<file path="config.mk">
export PLATFORM = sky130hd
export DESIGN_NAME = dm_run_ctrl_flat
export DESIGN_NICKNAME = d
export VERILOG_FILES = /design/src/rtl/dm_run_ctrl_if.sv /design/src/rtl/dm_run_ctrl.sv /design/src/flat_wrapper.sv
export SDC_FILE = /design/constraint.sdc
export NUM_CORES = 1
export LEC_CHECK = 0
export CAP_MARGIN = 20
export CORE_AREA = 10 10 47 49
export CTS_CLUSTER_SIZE = 12
export DETAILED_ROUTE_END_ITERATION = 10
export DIE_AREA = 0 0 57 59
export PLACE_DENSITY = 0.56
export SLEW_MARGIN = 40
export SYNTH_ARGS = -nofsm -noshare
export SYNTH_HDL_FRONTEND = slang
export SYNTH_SLANG_ARGS = --single-unit
</file>
<file path="constraint.sdc">
create_clock -name sys_clk -period 1.03 [get_ports sys_clk]
set_clock_uncertainty 0.15 [all_clocks]
set_input_delay 0.206 -clock sys_clk [delete_from_list [all_inputs] [get_ports sys_clk]]
set_output_delay 0.206 -clock sys_clk [all_outputs]
set_load 0.1 [all_outputs]
</file>
<file path="src/rtl/dm_run_ctrl_if.sv">
`default_nettype none
// ============================================================================
//  Module   : dm_run_ctrl_if
//  Brief    : Request/status bundle between the debug module, the core and
//             the halt/resume controller.
//  Revision : 1.0
// ============================================================================
interface dm_run_ctrl_if;
   logic haltreq;
   logic resumereq_w1;
   logic ackhavereset_w1;
   logic ndmreset;
   logic cmd_busy;
   logic core_halted;
   logic dbg_halt_req;
   logic dbg_resume_req;
   logic allhalted;
   logic allrunning;
   logic allresumeack;
   logic anyhavereset;
   logic cmd_allowed;
   logic halt_timeout;

   // Drives requests and core status, observes the controller outputs.
   modport master (
      output haltreq, resumereq_w1, ackhavereset_w1, ndmreset, cmd_busy, core_halted,
      input  dbg_halt_req, dbg_resume_req, allhalted, allrunning, allresumeack,
             anyhavereset, cmd_allowed, halt_timeout
   );

   modport slave (
      input  haltreq, resumereq_w1, ackhavereset_w1, ndmreset, cmd_busy, core_halted,
      output dbg_halt_req, dbg_resume_req, allhalted, allrunning, allresumeack,
             anyhavereset, cmd_allowed, halt_timeout
   );
endinterface
`default_nettype wire

</file>
<file path="src/rtl/dm_run_ctrl.sv">
`default_nettype none
// ============================================================================
//  Module   : dm_run_ctrl
//  Brief    : Single-hart halt/resume controller with dmstatus tracking.
//             Define DM_HALT_TIMEOUT_EN to build the acknowledge timeout.
//  Revision : 1.0
// ============================================================================
module dm_run_ctrl #(
   parameter int HALT_TIMEOUT = 1024,
   parameter int CNT_W        = 16
) (
   input  wire logic    sys_clk,
   input  wire logic    sys_rst,
   dm_run_ctrl_if.slave bus
);

   localparam logic [1:0] c_ST_RUN      = 2'd0;
   localparam logic [1:0] c_ST_HALTING  = 2'd1;
   localparam logic [1:0] c_ST_HALTED   = 2'd2;
   localparam logic [1:0] c_ST_RESUMING = 2'd3;

   logic [1:0] state_q, state_d;
   logic       resume_pending_q, resume_pending_d;
   logic       allresumeack_q, allresumeack_d;
   logic       anyhavereset_q, anyhavereset_d;
   logic       dbg_halt_req_q, dbg_resume_req_q;
   logic       allhalted_q, allrunning_q, cmd_allowed_q;
   logic       w_resume_go;

   // A resume may only launch once no command is in flight and halt is not requested.
   assign w_resume_go = (bus.resumereq_w1 | resume_pending_q) & ~bus.cmd_busy & ~bus.haltreq;

   always_comb begin
      state_d = state_q;
      case (state_q)
         c_ST_RUN: begin
            if (bus.core_halted)  state_d = c_ST_HALTED;
            else if (bus.haltreq) state_d = c_ST_HALTING;
         end
         c_ST_HALTING: begin
            if (bus.core_halted)   state_d = c_ST_HALTED;
            else if (!bus.haltreq) state_d = c_ST_RUN;
         end
         c_ST_HALTED: begin
            if (w_resume_go)           state_d = c_ST_RESUMING;
            else if (!bus.core_halted) state_d = c_ST_RUN;
         end
         c_ST_RESUMING: begin
            if (!bus.core_halted) state_d = c_ST_RUN;
         end
         default: state_d = c_ST_RUN;
      endcase
   end

   always_comb begin
      resume_pending_d = resume_pending_q;
      if (state_q != c_ST_HALTED || state_d != c_ST_HALTED)
         resume_pending_d = 1'b0;
      else if (bus.resumereq_w1 && bus.cmd_busy && !bus.haltreq)
         resume_pending_d = 1'b1;
   end

   always_comb begin
      allresumeack_d = allresumeack_q;
      if (state_q == c_ST_HALTED && state_d == c_ST_RESUMING)
         allresumeack_d = 1'b0;
      else if (state_q == c_ST_RESUMING && state_d == c_ST_RUN)
         allresumeack_d = 1'b1;
   end

   // A reset arriving together with its acknowledge must not be lost.
   always_comb begin
      anyhavereset_d = anyhavereset_q;
      if (bus.ndmreset)             anyhavereset_d = 1'b1;
      else if (bus.ackhavereset_w1) anyhavereset_d = 1'b0;
   end

   always_ff @(posedge sys_clk or posedge sys_rst) begin
      if (sys_rst) begin
         state_q          <= c_ST_RUN;
         resume_pending_q <= 1'b0;
         allresumeack_q   <= 1'b0;
         anyhavereset_q   <= 1'b1;
         dbg_halt_req_q   <= 1'b0;
         dbg_resume_req_q <= 1'b0;
         allhalted_q      <= 1'b0;
         allrunning_q     <= 1'b1;
         cmd_allowed_q    <= 1'b0;
      end else begin
         state_q          <= state_d;
         resume_pending_q <= resume_pending_d;
         allresumeack_q   <= allresumeack_d;
         anyhavereset_q   <= anyhavereset_d;
         dbg_halt_req_q   <= (state_d == c_ST_HALTING);
         dbg_resume_req_q <= (state_d == c_ST_RESUMING);
         allhalted_q      <= (state_d == c_ST_HALTED);
         allrunning_q     <= (state_d == c_ST_RUN) || (state_d == c_ST_HALTING);
         cmd_allowed_q    <= (state_d == c_ST_HALTED);
      end
   end

`ifdef DM_HALT_TIMEOUT_EN
   localparam logic [CNT_W-1:0] c_LIMIT = CNT_W'(HALT_TIMEOUT - 1);

   logic [CNT_W-1:0] cnt_q, cnt_d;
   logic             halt_timeout_q, halt_timeout_d;
   logic             w_waiting_d, w_waiting_q;

   assign w_waiting_d = (state_d == c_ST_HALTING) || (state_d == c_ST_RESUMING);
   assign w_waiting_q = (state_q == c_ST_HALTING) || (state_q == c_ST_RESUMING);

   always_comb begin
      cnt_d = cnt_q;
      if (w_waiting_d && state_d != state_q)
         cnt_d = '0;
      else if (w_waiting_q && cnt_q != {CNT_W{1'b1}})
         cnt_d = cnt_q + 1'b1;
   end

   always_comb begin
      halt_timeout_d = halt_timeout_q;
      if (w_waiting_d && cnt_d == c_LIMIT)
         halt_timeout_d = 1'b1;
   end

   always_ff @(posedge sys_clk or posedge sys_rst) begin
      if (sys_rst) begin
         cnt_q          <= '0;
         halt_timeout_q <= 1'b0;
      end else begin
         cnt_q          <= cnt_d;
         halt_timeout_q <= halt_timeout_d;
      end
   end

   assign bus.halt_timeout = halt_timeout_q;
`else
   assign bus.halt_timeout = 1'b0;
`endif

   assign bus.dbg_halt_req   = dbg_halt_req_q;
   assign bus.dbg_resume_req = dbg_resume_req_q;
   assign bus.allhalted      = allhalted_q;
   assign bus.allrunning     = allrunning_q;
   assign bus.allresumeack   = allresumeack_q;
   assign bus.anyhavereset   = anyhavereset_q;
   assign bus.cmd_allowed    = cmd_allowed_q;

endmodule
`default_nettype wire

</file>
<file path="src/flat_wrapper.sv">
// flat-port wrapper written by rule: the top's interface ports become plain ports
module dm_run_ctrl_flat 
#(
   parameter int HALT_TIMEOUT = 1024,
   parameter int CNT_W        = 16
)
  (sys_clk, sys_rst, bus_haltreq, bus_resumereq_w1, bus_ackhavereset_w1, bus_ndmreset, bus_cmd_busy, bus_core_halted, bus_dbg_halt_req, bus_dbg_resume_req, bus_allhalted, bus_allrunning, bus_allresumeack, bus_anyhavereset, bus_cmd_allowed, bus_halt_timeout);
  dm_run_ctrl_if bus_i ();
  input  wire logic sys_clk;
  input  wire logic sys_rst;
  input wire logic [$bits(bus_i.haltreq)-1:0] bus_haltreq;
  input wire logic [$bits(bus_i.resumereq_w1)-1:0] bus_resumereq_w1;
  input wire logic [$bits(bus_i.ackhavereset_w1)-1:0] bus_ackhavereset_w1;
  input wire logic [$bits(bus_i.ndmreset)-1:0] bus_ndmreset;
  input wire logic [$bits(bus_i.cmd_busy)-1:0] bus_cmd_busy;
  input wire logic [$bits(bus_i.core_halted)-1:0] bus_core_halted;
  output wire logic [$bits(bus_i.dbg_halt_req)-1:0] bus_dbg_halt_req;
  output wire logic [$bits(bus_i.dbg_resume_req)-1:0] bus_dbg_resume_req;
  output wire logic [$bits(bus_i.allhalted)-1:0] bus_allhalted;
  output wire logic [$bits(bus_i.allrunning)-1:0] bus_allrunning;
  output wire logic [$bits(bus_i.allresumeack)-1:0] bus_allresumeack;
  output wire logic [$bits(bus_i.anyhavereset)-1:0] bus_anyhavereset;
  output wire logic [$bits(bus_i.cmd_allowed)-1:0] bus_cmd_allowed;
  output wire logic [$bits(bus_i.halt_timeout)-1:0] bus_halt_timeout;
  assign bus_i.haltreq = bus_haltreq;
  assign bus_i.resumereq_w1 = bus_resumereq_w1;
  assign bus_i.ackhavereset_w1 = bus_ackhavereset_w1;
  assign bus_i.ndmreset = bus_ndmreset;
  assign bus_i.cmd_busy = bus_cmd_busy;
  assign bus_i.core_halted = bus_core_halted;
  assign bus_dbg_halt_req = bus_i.dbg_halt_req;
  assign bus_dbg_resume_req = bus_i.dbg_resume_req;
  assign bus_allhalted = bus_i.allhalted;
  assign bus_allrunning = bus_i.allrunning;
  assign bus_allresumeack = bus_i.allresumeack;
  assign bus_anyhavereset = bus_i.anyhavereset;
  assign bus_cmd_allowed = bus_i.cmd_allowed;
  assign bus_halt_timeout = bus_i.halt_timeout;
  dm_run_ctrl #(.HALT_TIMEOUT(HALT_TIMEOUT), .CNT_W(CNT_W)) u_core (.sys_clk(sys_clk), .sys_rst(sys_rst), .bus(bus_i));
endmodule
</file>
# Word-level counts from Yosys, hierarchy flattened
# Cells that the tools add are included.
# classes
eq_ne,8
mux,13
n_bitwise,5
n_reduce_logical,12
# ops
cell,count
2-to-1 mux 2 bit,6
equality test 2 bit (second input constant),4
one-hot mux 2 bit (4 select lines),1
2-to-1 mux 1 bit,6
nonzero test 2 bit,3
equality test 2 x 1 -> 1 bit (second input constant),2
logical AND 1 bit,4
zero test 2 bit,2
inequality test 2 bit (second input constant),2
AND 1 bit,2
logical OR 1 bit,2
inverter 1 bit,2
zero test 1 bit,1
OR 1 bit,1
# word_totals
reg_bits,9
inputBits,8
elab_cells,46

# Depth between registers and ports, before layout
# depth
depth_word,9
mapped_depth,3
depth_no_buf,3

# Least setup slack after synthesis
# Ideal clock, no wire load.
# synth_timing
path_type,register -> output
start,"register, netlist name u_core.bus.allhalted"
end,output bus_cmd_allowed
t_arrival_ps,1324
required_ps,674
setup_slack_ps,-650
stages_incl_launch_ff,2
path_buffers,1
cell_sequence,dfrtp_1 > buf_4
# synth_rtl
item,line,source
end: declaration,flat_wrapper.sv:23,output wire logic [$bits(bus_i.cmd_allowed)-1:0] bus_cmd_allowed;

# Final worst setup path
# layout_timing
start,register u_core.anyhavereset_q (netlist: u_core.bus.anyhavereset)
end,output bus_anyhavereset
# layout_rtl
item,line,source
start: declaration,dm_run_ctrl.sv:25,"logic anyhavereset_q, anyhavereset_d;"
start signal: assignment,dm_run_ctrl.sv:93,anyhavereset_q <= anyhavereset_d;
end: declaration,flat_wrapper.sv:22,output wire logic [$bits(bus_i.anyhavereset)-1:0] bus_anyhavereset;
# No word-level cell between the ends.

==> flow_metrics.env <==
export IMPL_initial_core_util=0.260
export IMPL_core_mm2=0.00140
export IMPL_synth_largest_area_cell="dfrtp_1"
export IMPL_synth_area_um2=364
export IMPL_clkTransAtPathRegs_ns=0.06
export IMPL_drv_slew=0
export IMPL_final_cell_mix="8 x buf_12, 4 x dlygate4sd2_1"
export IMPL_die_y_um=59
export IMPL_crit_arrival_ns=1.05
export IMPL_regArea_um2=246
export IMPL_cts_root_buf="clkbuf_4"
export IMPL_power_density_mw_per_mm2=1640
export IMPL_cp_endpoint="bus_anyhavereset"
export IMPL_avgSynthCellArea_um2=11.4
export IMPL_fin_nets=62
export IMPL_yosysSeqAreaShare=0.625
export IMPL_synth_area_leaders="dfrtp_1 48%, dfstp_2 14%, buf_4 4.1%"
export IMPL_gp_congestion=0.758
export IMPL_synth_xor_area_frac=0
export IMPL_path_depth=1
export IMPL_synthMuxAreaShare=0
export IMPL_yosysTopAreaCellShare=0.481
export IMPL_fin_crit_ns=1.41
export IMPL_p_total_uw=1170
export IMPL_drt_pass1_iterations=4
export IMPL_drive_gt1_frac=0.566
export IMPL_hpwlAfterDp_um=661
export IMPL_grt_pass1_vias=327
export IMPL_insertion_delay_ns=0.26
export IMPL_leakagePower_uw=0.000320
export IMPL_grt_pass1_wl_um=1470
export IMPL_n_antenna_cell=0
export IMPL_hold_viol=0
export IMPL_cts_tree="built"
export IMPL_cp_startpoint="u_core.bus.anyhavereset"
export IMPL_fmax_ghz=0.709
export IMPL_crit_slowest_cell="dfstp_4"
export IMPL_hold_path_class="in2async"
export IMPL_avgRoutedWirePerCell_um=13.5
export IMPL_drtIter0Drc=7
export IMPL_setup_worst_path_start_class="flip-flop"
export IMPL_vias_per_cell=4.39
export IMPL_vdd_ir_drop_max_uv=843
export IMPL_ys_types=19
export IMPL_syn_inst=32
export IMPL_die_w_um=57
export IMPL_synth_seq_cells=9
export IMPL_synth_compound_area_frac=0.144
export IMPL_track_usage=0.0574
export IMPL_io_buffers=14
export IMPL_rsz0062_at_grt="yes"
export IMPL_required_ns=0.67
export IMPL_wl_um=932
export IMPL_cts_buffer_depth=2
export IMPL_outcome="complete, but fails checks"
export IMPL_worst_slack_ns=-0.380
export IMPL_final_common_cell="buf_12"
export IMPL_maxCapViolCount=0
export IMPL_drc=0
export IMPL_grt_antenna_before_repair=0
export IMPL_rrSetupSlack_ns=-0.09
export IMPL_min_period_over_period=1.37
export IMPL_cts_htree_levels=1
export IMPL_io_pins=16
export IMPL_crit_reg2reg_launch="u_core.resume_pending_q"
export IMPL_fillCellCount=137
export IMPL_critPathBufInv=1
export IMPL_syn_num_nets=40
export IMPL_vias=303
export IMPL_cp_max_fo=2
export IMPL_end_kind="output port"
export IMPL_hold_worst_slack_ns=0.0954
export IMPL_area_growth_pct=95.5
export IMPL_critPathKind="reg2out"
export IMPL_synth_top_family_by_area="compound AO/OA/AOI/OAI gates"
export IMPL_grt_max_degree=10
export IMPL_post_cts_setup_buffers=0
export IMPL_ant_nets=0
export IMPL_rows=14
export IMPL_setup_viol=13
export IMPL_path_delay_family="flip-flops"
export IMPL_cts_buffers=3
export IMPL_violations="negative setup slack"
export IMPL_yosysWarnings=0
export IMPL_clock_sinks=9
export IMPL_multi_input_area_um2=145
export IMPL_synth_simple_area_share=0.137
export IMPL_overflow=0
export IMPL_cp_slowest_stage_delay_ns=0.63
export IMPL_r2r_end="u_core.bus.allhalted"
export IMPL_die_area_mm2=0.00336
export IMPL_synth_fa_ha_area_frac=0
export IMPL_critical_path_cell_chain="buf_12"
export IMPL_ff2ff_path_depth=2
export IMPL_setup_tns_final_ns=-2.13
[metal layers]
metal	GRT usage	wire length, um	share of wire
met3	0.0322	95	0.10
met5	0	0	0
met1	0.0483	345	0.37
met4	0.0403	0	0
met2	0.101	491	0.53
[final cells by class]
class,count,share of cell area
inverter,4,0.0211
multi-input combinational,17,0.204
timing repair buffer,19,0.364
clock buffer,4,0.0369
tap,16,0.0281
sequential,9,0.346
[synthesized netlist by cell type]
master,n
nor2_1,2
nor2b_1,1
nand2_1,2
a21oi_1,1
o2111ai_1,1
and3_1,1
o311ai_0,1
nand3_1,1
buf_4,2
nor2_2,1
nor3_1,1
o2111ai_2,1
nand2b_1,1
dfstp_2,2
conb_1,1
dfrtp_1,7
o21a_1,1
inv_1,4
a21o_1,1
[power by group]
| part | switching, uW | internal, uW | total (uW) |
|---|---|---|---|
| Clock | 120 | 149 | 269 |
| Combinational | 281 | 176 | 457 |
| Sequential | 37.2 | 402 | 440 |
[stage by stage]
stage	std cells	area, um^2	worst slack [ns]	utilization
6_report	69	712	-0.380	0.508
4_1_cts	69	687	-0.398	0.490
2_1_floorplan	32	385	-0.196	-
5_1_grt	69	712	-0.410	0.508
3_3_place_gp	65	647	-0.385	0.462
3_5_place_dp	65	647	-0.403	0.462
[registers in the layout (all words and copies together) (netlist names)]
name and cells:
u_core.bus.dbg_halt_req 1, u_core.bus.anyhavereset 1, u_core.bus.allrunning 1, u_core.resume_pending_q 1, u_core.bus.dbg_resume_req 1, u_core.bus.allhalted 1
u_core.bus.allresumeack 1, u_core.state_q 2
[worst min-delay path by stage]
| stage | start | to | slack, ns | depth (start not counted) |
|---|---|---|---|---|
| after floorplan | sys_rst | u_core.resume_pending_q | -0.12 | 1 |
| after global placement | sys_rst | u_core.bus.allhalted | 0.37 | 3 |
| after detailed placement | sys_rst | u_core.bus.allhalted | 0.37 | 3 |
| after CTS | sys_rst | u_core.bus.allresumeack | 0.09 | 3 |
| after global routing | sys_rst | u_core.bus.allhalted | 0.10 | 3 |
| final | sys_rst | u_core.state_q[1] | 0.1 | 3 |
[timing repair]
item | in CTS | in global routing
hold buffers | 0 | 0
setup endpoints to repair | 14 | 14
resized for setup | 9 | 5
pin swaps | 4 | 2
cloned | 0 | 0
[cells by family (layout without fill, tap and decap cells)]
family / after synthesis / count (layout)
AND/OR/NAND/NOR: 10 / 10
flip-flops: 9 / 9
AO/OA/AOI/OAI: 6 / 6
buffers and inverters: 6 / 27
other: 1 / 1
Note: power is estimated with default switching activity, not from simulation.
